`src/rtl/riscv_mem_pkg.sv`:
```
// Shared types and widths for the unified memory port of the RISC-V core.
package riscv_mem_pkg;
    localparam int XLEN = 32;
    localparam int BE_W = 4;

    typedef enum logic {
        ARB_IDLE = 1'b0,
        ARB_BUSY = 1'b1
    } arb_state_e;

    typedef enum logic {
        OWN_IF = 1'b0,
        OWN_LS = 1'b1
    } owner_e;
endpackage

```
`src/rtl/arb_timeout_counter.sv`:
```
// Counts memory wait cycles of the current transaction and flags when the
// abort limit is reached; a zero limit disables expiry entirely.
module arb_timeout_counter #(
    parameter int TIMEOUT = 255
) (
    input  logic clk,
    input  logic rst_n,
    input  logic clr_i,
    input  logic en_i,
    output logic expired_o
);
    localparam int CNT_W = (TIMEOUT < 1) ? 1 : $clog2(TIMEOUT + 1);
    localparam logic [CNT_W-1:0] LIMIT = CNT_W'(TIMEOUT);

    logic [CNT_W-1:0] wait_cnt_q, wait_cnt_d;

    // Holding at LIMIT keeps the counter from wrapping if the owner stalls.
    always_comb begin
        wait_cnt_d = wait_cnt_q;
        if (clr_i) begin
            wait_cnt_d = '0;
        end else if (en_i && (wait_cnt_q != LIMIT)) begin
            wait_cnt_d = wait_cnt_q + CNT_W'(1);
        end
    end

    always_ff @(posedge clk or negedge rst_n) begin
        if (!rst_n) begin
            wait_cnt_q <= '0;
        end else begin
            wait_cnt_q <= wait_cnt_d;
        end
    end

    assign expired_o = (TIMEOUT != 0) && (wait_cnt_q == LIMIT);
endmodule

```
`src/rtl/mem_port_arbiter.sv`:
```
// Arbitrates instruction fetch and load/store onto the single memory port,
// holds ownership until completion or timeout and routes the response back.
module mem_port_arbiter
    import riscv_mem_pkg::*;
#(
    parameter int DATA_PRIORITY = 1,
    parameter int STARVE_LIMIT  = 4,
    parameter int TIMEOUT       = 255
) (
    input  logic            clk,
    input  logic            rst_n,
    input  logic            if_req,
    input  logic [XLEN-1:0] if_addr,
    output logic            if_ack,
    input  logic            ls_req,
    input  logic            ls_we,
    input  logic [BE_W-1:0] ls_be,
    input  logic [XLEN-1:0] ls_addr,
    input  logic [XLEN-1:0] ls_wdata,
    output logic            ls_ack,
    output logic [XLEN-1:0] rdata,
    output logic            err,
    output logic            mem_valid,
    output logic            mem_we,
    output logic [BE_W-1:0] mem_be,
    output logic [XLEN-1:0] mem_addr,
    output logic [XLEN-1:0] mem_wdata,
    input  logic            mem_ready,
    input  logic [XLEN-1:0] mem_rdata,
    output logic            mem_sel,
    output logic            busy
);
    localparam logic [3:0] STARVE_MAX = 4'(STARVE_LIMIT);

    arb_state_e      state_q, state_d;
    owner_e          sel_q, sel_d;
    logic [3:0]      starve_q, starve_d;
    logic            we_q, we_d;
    logic [BE_W-1:0] be_q, be_d;
    logic [XLEN-1:0] addr_q, addr_d;
    logic [XLEN-1:0] wdata_q, wdata_d;

    logic in_busy, expired, done, abort, ack, grant_ls;

    assign in_busy = (state_q == ARB_BUSY);
    assign done    = in_busy & mem_ready;
    assign abort   = in_busy & expired & ~mem_ready;
    assign ack     = done | abort;

    arb_timeout_counter #(
        .TIMEOUT (TIMEOUT)
    ) u_timeout (
        .clk       (clk),
        .rst_n     (rst_n),
        .clr_i     (~in_busy),
        .en_i      (in_busy & ~mem_ready),
        .expired_o (expired)
    );

    // sel_q doubles as the last owner for round-robin: both reset to IF.
    always_comb begin
        if (DATA_PRIORITY != 0) begin
            grant_ls = ls_req & ~(if_req & (starve_q == STARVE_MAX));
        end else begin
            grant_ls = ls_req & (~if_req | (sel_q == OWN_IF));
        end
    end

    always_comb begin
        state_d  = state_q;
        sel_d    = sel_q;
        starve_d = starve_q;
        we_d     = we_q;
        be_d     = be_q;
        addr_d   = addr_q;
        wdata_d  = wdata_q;
        case (state_q)
            ARB_IDLE: begin
                if (if_req | ls_req) begin
                    state_d = ARB_BUSY;
                    if (grant_ls) begin
                        sel_d   = OWN_LS;
                        we_d    = ls_we;
                        be_d    = ls_be;
                        addr_d  = ls_addr;
                        wdata_d = ls_wdata;
                        if (if_req && (starve_q != STARVE_MAX)) begin
                            starve_d = starve_q + 4'd1;
                        end
                    end else begin
                        sel_d    = OWN_IF;
                        we_d     = 1'b0;
                        be_d     = '1;
                        addr_d   = if_addr;
                        wdata_d  = '0;
                        starve_d = '0;
                    end
                end
            end
            ARB_BUSY: begin
                if (ack) begin
                    state_d = ARB_IDLE;
                end
            end
            default: state_d = ARB_IDLE;
        endcase
    end

    always_ff @(posedge clk or negedge rst_n) begin
        if (!rst_n) begin
            state_q  <= ARB_IDLE;
            sel_q    <= OWN_IF;
            starve_q <= '0;
            we_q     <= 1'b0;
            be_q     <= '0;
            addr_q   <= '0;
            wdata_q  <= '0;
        end else begin
            state_q  <= state_d;
            sel_q    <= sel_d;
            starve_q <= starve_d;
            we_q     <= we_d;
            be_q     <= be_d;
            addr_q   <= addr_d;
            wdata_q  <= wdata_d;
        end
    end

    assign mem_valid = in_busy;
    assign busy      = in_busy;
    assign mem_we    = we_q;
    assign mem_be    = be_q;
    assign mem_addr  = addr_q;
    assign mem_wdata = wdata_q;
    assign mem_sel   = sel_q;
    assign if_ack    = ack & (sel_q == OWN_IF);
    assign ls_ack    = ack & (sel_q == OWN_LS);
    assign err       = abort;
    assign rdata     = done ? mem_rdata : '0;
endmodule

```
`config.mk`:
```
export PLATFORM = sky130hd
export DESIGN_NAME = mem_port_arbiter
export DESIGN_NICKNAME = d
export VERILOG_FILES = /design/src/rtl/riscv_mem_pkg.sv /design/src/rtl/arb_timeout_counter.sv /design/src/rtl/mem_port_arbiter.sv
export SDC_FILE = /design/constraint.sdc
export NUM_CORES = 1
export LEC_CHECK = 0
export ABC_AREA = 1
export CAP_MARGIN = 20
export CORE_UTILIZATION = 35
export CTS_CLUSTER_SIZE = 14
export DETAILED_ROUTE_END_ITERATION = 7
export PLACE_DENSITY = 0.77
export SLEW_MARGIN = 20
export SYNTH_ARGS = -nofsm -noshare
export SYNTH_HDL_FRONTEND = slang
export SYNTH_SLANG_ARGS = --single-unit
```
`constraint.sdc`:
```
create_clock -name clk -period 1.43 [get_ports clk]
set_clock_uncertainty 0.05 [all_clocks]
set_input_delay 0.286 -clock clk [delete_from_list [all_inputs] [get_ports clk]]
set_output_delay 0.286 -clock clk [all_outputs]
set_load 0.02 [all_outputs]
```
==> Yosys cells after proc, flatten, opt, wreduce, memory -nomap -nowiden <==
Cells that the tools add are included.
{ "classes": {"n_addsub": 2, "eq_ne": 6, "mux": 13, "bitwise_logic": 14, "reduce_logical": 4} }
{ "op_table": {"columns": ["operator", "count"], "rows": [
  ["32-bit 2-to-1 mux", 3],
  ["8-bit 2-to-1 mux", 2],
  ["4-bit 2-to-1 mux", 3],
  ["8-bit by 1-bit adder with 8-bit output, second input constant", 1],
  ["1-bit bitwise AND", 8],
  ["8-bit == test, second input constant", 1],
  ["8-bit inequality test, second input constant", 1],
  ["4-bit by 1-bit adder with 4-bit output, second input constant", 1],
  ["4-bit by 3-bit == test with 1-bit output, second input constant", 1],
  ["1-bit 2-to-1 mux", 4],
  ["2-bit by 1-bit inequality test with 1-bit output, second input constant", 2],
  ["4-bit by 3-bit inequality test with 1-bit output, second input constant", 1],
  ["1-bit inverter", 4],
  ["3-bit AND reduction", 1],
  ["1-bit logical AND", 2],
  ["1-bit bitwise OR", 2],
  ["1-bit case mux with 2 select lines", 1],
  ["2-bit AND reduction", 1]
]} }
{ "totals": {"reg_bits": 83, "in_bits": 138, "out_inout_bits": 107} }

==> Logic depth before layout (Yosys ltp) <==
Gate-level depths: netlist of run 1.
{ "logic_depth": {"ltp_word": 6, "mapped_depth": 11} }

==> Modules after synthesis <==
Synthesis of run 1 repeated with hierarchy kept, for this count alone.
{ "unflattened": {"hier_cells": 624, "area_unflattened_um2": 4451.8} }
{ "modules_own_cells": {"columns": ["module", "n_inst", "cells_per_inst", "area_each_um2", "seq_area_each_um2"], "rows": [
  ["mem_port_arbiter", 1, 554, 3943.8, 1876.8],
  ["arb_timeout_counter", 1, 70, 508.0, 200.2]
]} }

==> Worst setup path after synthesis of run 1 <==
No wires, ideal clock.
{ "synth_timing": {"path_type": "register to output", "startpoint": "register u_timeout.wait_cnt_q[0]", "endpoint": "output port if_ack", "arrival_ps": 1370, "setup_slack_ps": -276, "path_stages_with_launch": 8, "path_cell_list": "dfrtp_1 ha_1 nand2_1 nor2_2 nand2_1 nand2_2 nand2_1 nor2_1"} }
{ "synth_via": {"elab_chain_cells": 5} }
{ "synth_rtl": {"columns": ["item", "line", "source"], "rows": [
  ["start: declaration", "arb_timeout_counter.sv:15", "logic [CNT_W-1:0] wait_cnt_q, wait_cnt_d;"],
  ["start signal: assignment", "arb_timeout_counter.sv:31", "wait_cnt_q <= wait_cnt_d;"],
  ["8-bit == test", "arb_timeout_counter.sv:35", "assign expired_o = (TIMEOUT != 0) && (wait_cnt_q == LIMIT);"],
  ["1-bit bitwise AND (2 in a row)", "mem_port_arbiter.sv:47", "assign abort = in_busy & expired & ~mem_ready;"],
  ["1-bit bitwise OR", "mem_port_arbiter.sv:48", "assign ack = done | abort;"],
  ["1-bit bitwise AND", "mem_port_arbiter.sv:136", "assign if_ack = ack & (sel_q == OWN_IF);"],
  ["end: declaration", "mem_port_arbiter.sv:14", "output logic if_ack,"]
]} }
No other way between the ends.

==> Worst setup path in the final report of run 1 <==
Ends and elaborated chain as after synthesis.

==> run_results.csv, run 1 <==
group,metric,value,unit
cts,cts_tree,"built",
layout,layout.cells.non_filler,1077,
critical_path,worstSetupPathType,"flop to output pin",
layout,diodes,0,
critical_path,cp_max_fo,2,
cts,ctsHtreeMaxLevel,3,
global_route,grt_pass1_wl,22.43,mm
cts,insertion_delay,0.34,ns
yosys,synth_area_leader_cell,"dfrtp_1",
critical_path,cp_cell_sequence,"ha_2 > nand2_2 > nor2_4 > nand2_2 > nand2_4 > nand2_4 > nor2_4 > buf_6",
die,die-area,12840,µm²
yosys,syn_avg_cell_area,7.084,µm²
drt,route.detailed.drc,0,
yosys,synth_top_flop_cell,"dfrtp_1",
layout,fin_nets,1045,
die,core,12060,µm²
place,numPlacedInstances,1037,
global_route,grt_pass1_vias,4632,
critical_path,critPathBufInv,1,
yosys,ys_warn_count,0,
status,status,"complete, but fails checks",
place,port_buffers,244,
cts,clkTransAtPathRegs,0.06,ns
hold_path,hp-class,"input pin to async pin",
critical_path,startpoint_type,"flop",
die,rows,40,
critical_path,cp-end-kind,"output pin",
drt,drt_iter0_drc,245,
die,fp.dieH,113.3,µm
sta,period_minus_slack,1.829,ns
die,die-width,113.3,µm
yosys,synthArstFlopShare,1.000,
drt,finalWirelength,15.54,mm
sta,final.period_utilization,1.279,
power_and_ir_drop,power_leakage,4.700,nW
power_and_ir_drop,powerDensity,1355,nW/µm²
global_route,grt_max_degree,47,
cts,cts_buffers,9,
cts,clkSinkCount,83,
job,cap_violations,0,
drt,first_pass_iters,4,
sta,worst_slack,-0.3986,ns
status,violations,"setup timing",
sta,rsz0062_at_grt,"true",
sta,whs,0.2968,ns
place,place_hpwl,9.638,mm
power_and_ir_drop,ir_worst_vdd,0.0006524,V
critical_path,required,1.09,ns
layout,drive_gt1_frac,0.3322,
drt,viasPerCell,4.561,
critical_path,slowest_stage,"dfrtp_1",
place,place.gp.congestion,0.7605,
critical_path,crit_family,"simple AND/OR/NAND/NOR gates",
die,start_util,0.3594,
power_and_ir_drop,power,11.78,mW
drt,vias,4912,
critical_path,slowest_delay,0.36,ns
yosys,synthTopCellsByCount,"237 x nand2_1, 109 x inv_1, 83 x dfrtp_1",
yosys,synth_seq_cells,83,
yosys,synth_nets,753,
drt,ant_nets,0,
sta,finalSetupViolCount,104,
yosys,ys_types,19,
sta,drv_slew,0,
yosys,ys_top_cells_by_area,"dfrtp_1 48%, nand2_1 21%, inv_1 9.4%, nand3_1 9.2%, nor2_1 4.2%",
critical_path,arrival,1.49,ns
yosys,synth_edf_count,0,
sta,hold_viol_final,0,
global_route,grt-ovfl-total,0,
sta,timing.fmax,0.5469,GHz
sta,worst_slew_pin_slew,0.3513,ns
yosys,synthesis.area,4335,µm²
global_route,antenna_found_initial,0,
cts,clk_path_buf_depth,2,
layout,areaGrowthSynthToFinish,100.5,%
yosys,synth_top_area_frac,0.4791,
sta,relSlewSlack,0.7658,
die,io_pins,245,
cts,cts-root-buf,"clkbuf_16",
global_route,grt.total_usage,0.2229,
drt,wire_per_inst,14.43,µm
yosys,synthesis.instances,612,
yosys,yosysMostFrequentCell,"nand2_1",
yosys,synth-seq-area-share,0.4791,
==> timing repair <==
item,4_1_cts,5_1_grt
setup buffers,12,8
resized for setup,380,117
endpoints found under the hold margin,44,0
pin swaps,28,73
setup endpoints to repair,175,119
gates cloned,8,3
hold buffers,1,0
==> final timing paths <==
kind,end,cells after the start,from,slack [ns]
min,mem_addr[1],2,rst_n,0.30
max,if_ack,8,u_timeout.wait_cnt_q[0],-0.40
max in group asynchronous,mem_wdata[8],3,rst_n,0.56
min in group clk,mem_addr[11],2,mem_addr[11],0.42
min reg2reg,mem_addr[11],2,mem_addr[11],0.42
max reg2reg,mem_wdata[27],12,starve_q[1],-0.20
==> placed cells by master (no fill, tap or decap), types with 2 or more instances in the layout <==
cell type	count
dfrtp_2	2
nor2_1	28
dlygate4sd2_1	67
nand2_4	36
inv_1	106
buf_8	5
dfrtp_1	81
nor2_2	18
buf_4	70
clkbuf_16	11
nand3_4	13
o21ai_0	3
buf_6	6
nand3_2	52
buf_12	16
nor2_4	6
nand2_1	161
clkdlybuf4s50_1	136
nand3_1	15
buf_16	4
inv_6	2
nand2_2	43
o21bai_1	2
o21ai_2	5
clkdlybuf4s15_1	2
inv_2	5
==> final cells by class <==
class | count | area (µm²)
clock buffer | 11 | 242.7
clock inverter | 5 | 60.06
fill | 947 | 3371
inverter | 111 | 416.7
multi-input combinational | 389 | 2544
sequential | 83 | 2079
tap | 168 | 210.2
timing repair buffer | 310 | 3138
==> sequential cells by signal, indices dropped and copies added, names as in the netlist <==
| register | cells |
|---|---|
| mem_we | 1 |
| mem_sel | 1 |
| mem_addr | 32 |
| starve_q | 4 |
| u_timeout.wait_cnt_q | 8 |
| busy | 1 |
| mem_wdata | 32 |
| mem_be | 4 |
==> power by group <==
group	internal (mW)	switching [mW]
clock network	1.41	0.971
registers	3.13	0.444
logic	2.55	3.28
total	7.08	4.69
==> cell families after synthesis <==
kind of cell,count (synthesis),synth area share
AOI/OAI and AO/OA,13,0.01760
adders and majority gates,3,0.008659
DFF,83,0.4791
xor gates and xnor gates,1,0.002021
buffers and inverters,140,0.1429
and+or+nand+nor,372,0.3498
==> metal layers <==
layer	global-route usage	vias up	wire length, µm
met5	0	-	0
met4	0.07456	0	290
met3	0.05999	22	1061
met2	0.3975	193	8374
met1	0.2579	2288	5811
li1	-	2409	-
==> stage by stage <==
stage | util | cell area [µm²] | setup WS, ns | setup TNS (ns)
final | 0.7205 | 8691 | -0.3986 | -17.37
after global routing | 0.7205 | 8691 | -0.4966 | -23.41
after CTS | 0.6783 | 8182 | -0.4135 | -17.80
after detailed placement | 0.6041 | 7287 | -0.6914 | -42.42
after global placement | 0.6041 | 7287 | -0.6351 | -41.03
after floorplan | - | 4418 | -0.07599 | -1.324
No activity file was read; power rests on OpenSTA's default activity.
==> inputs of run 2 (changes only) <==
CTS_CLUSTER_DIAMETER = 100   (was not set)
==> results of run 2 <==
Final layout, timing and power as in run 1 (identical DEF).
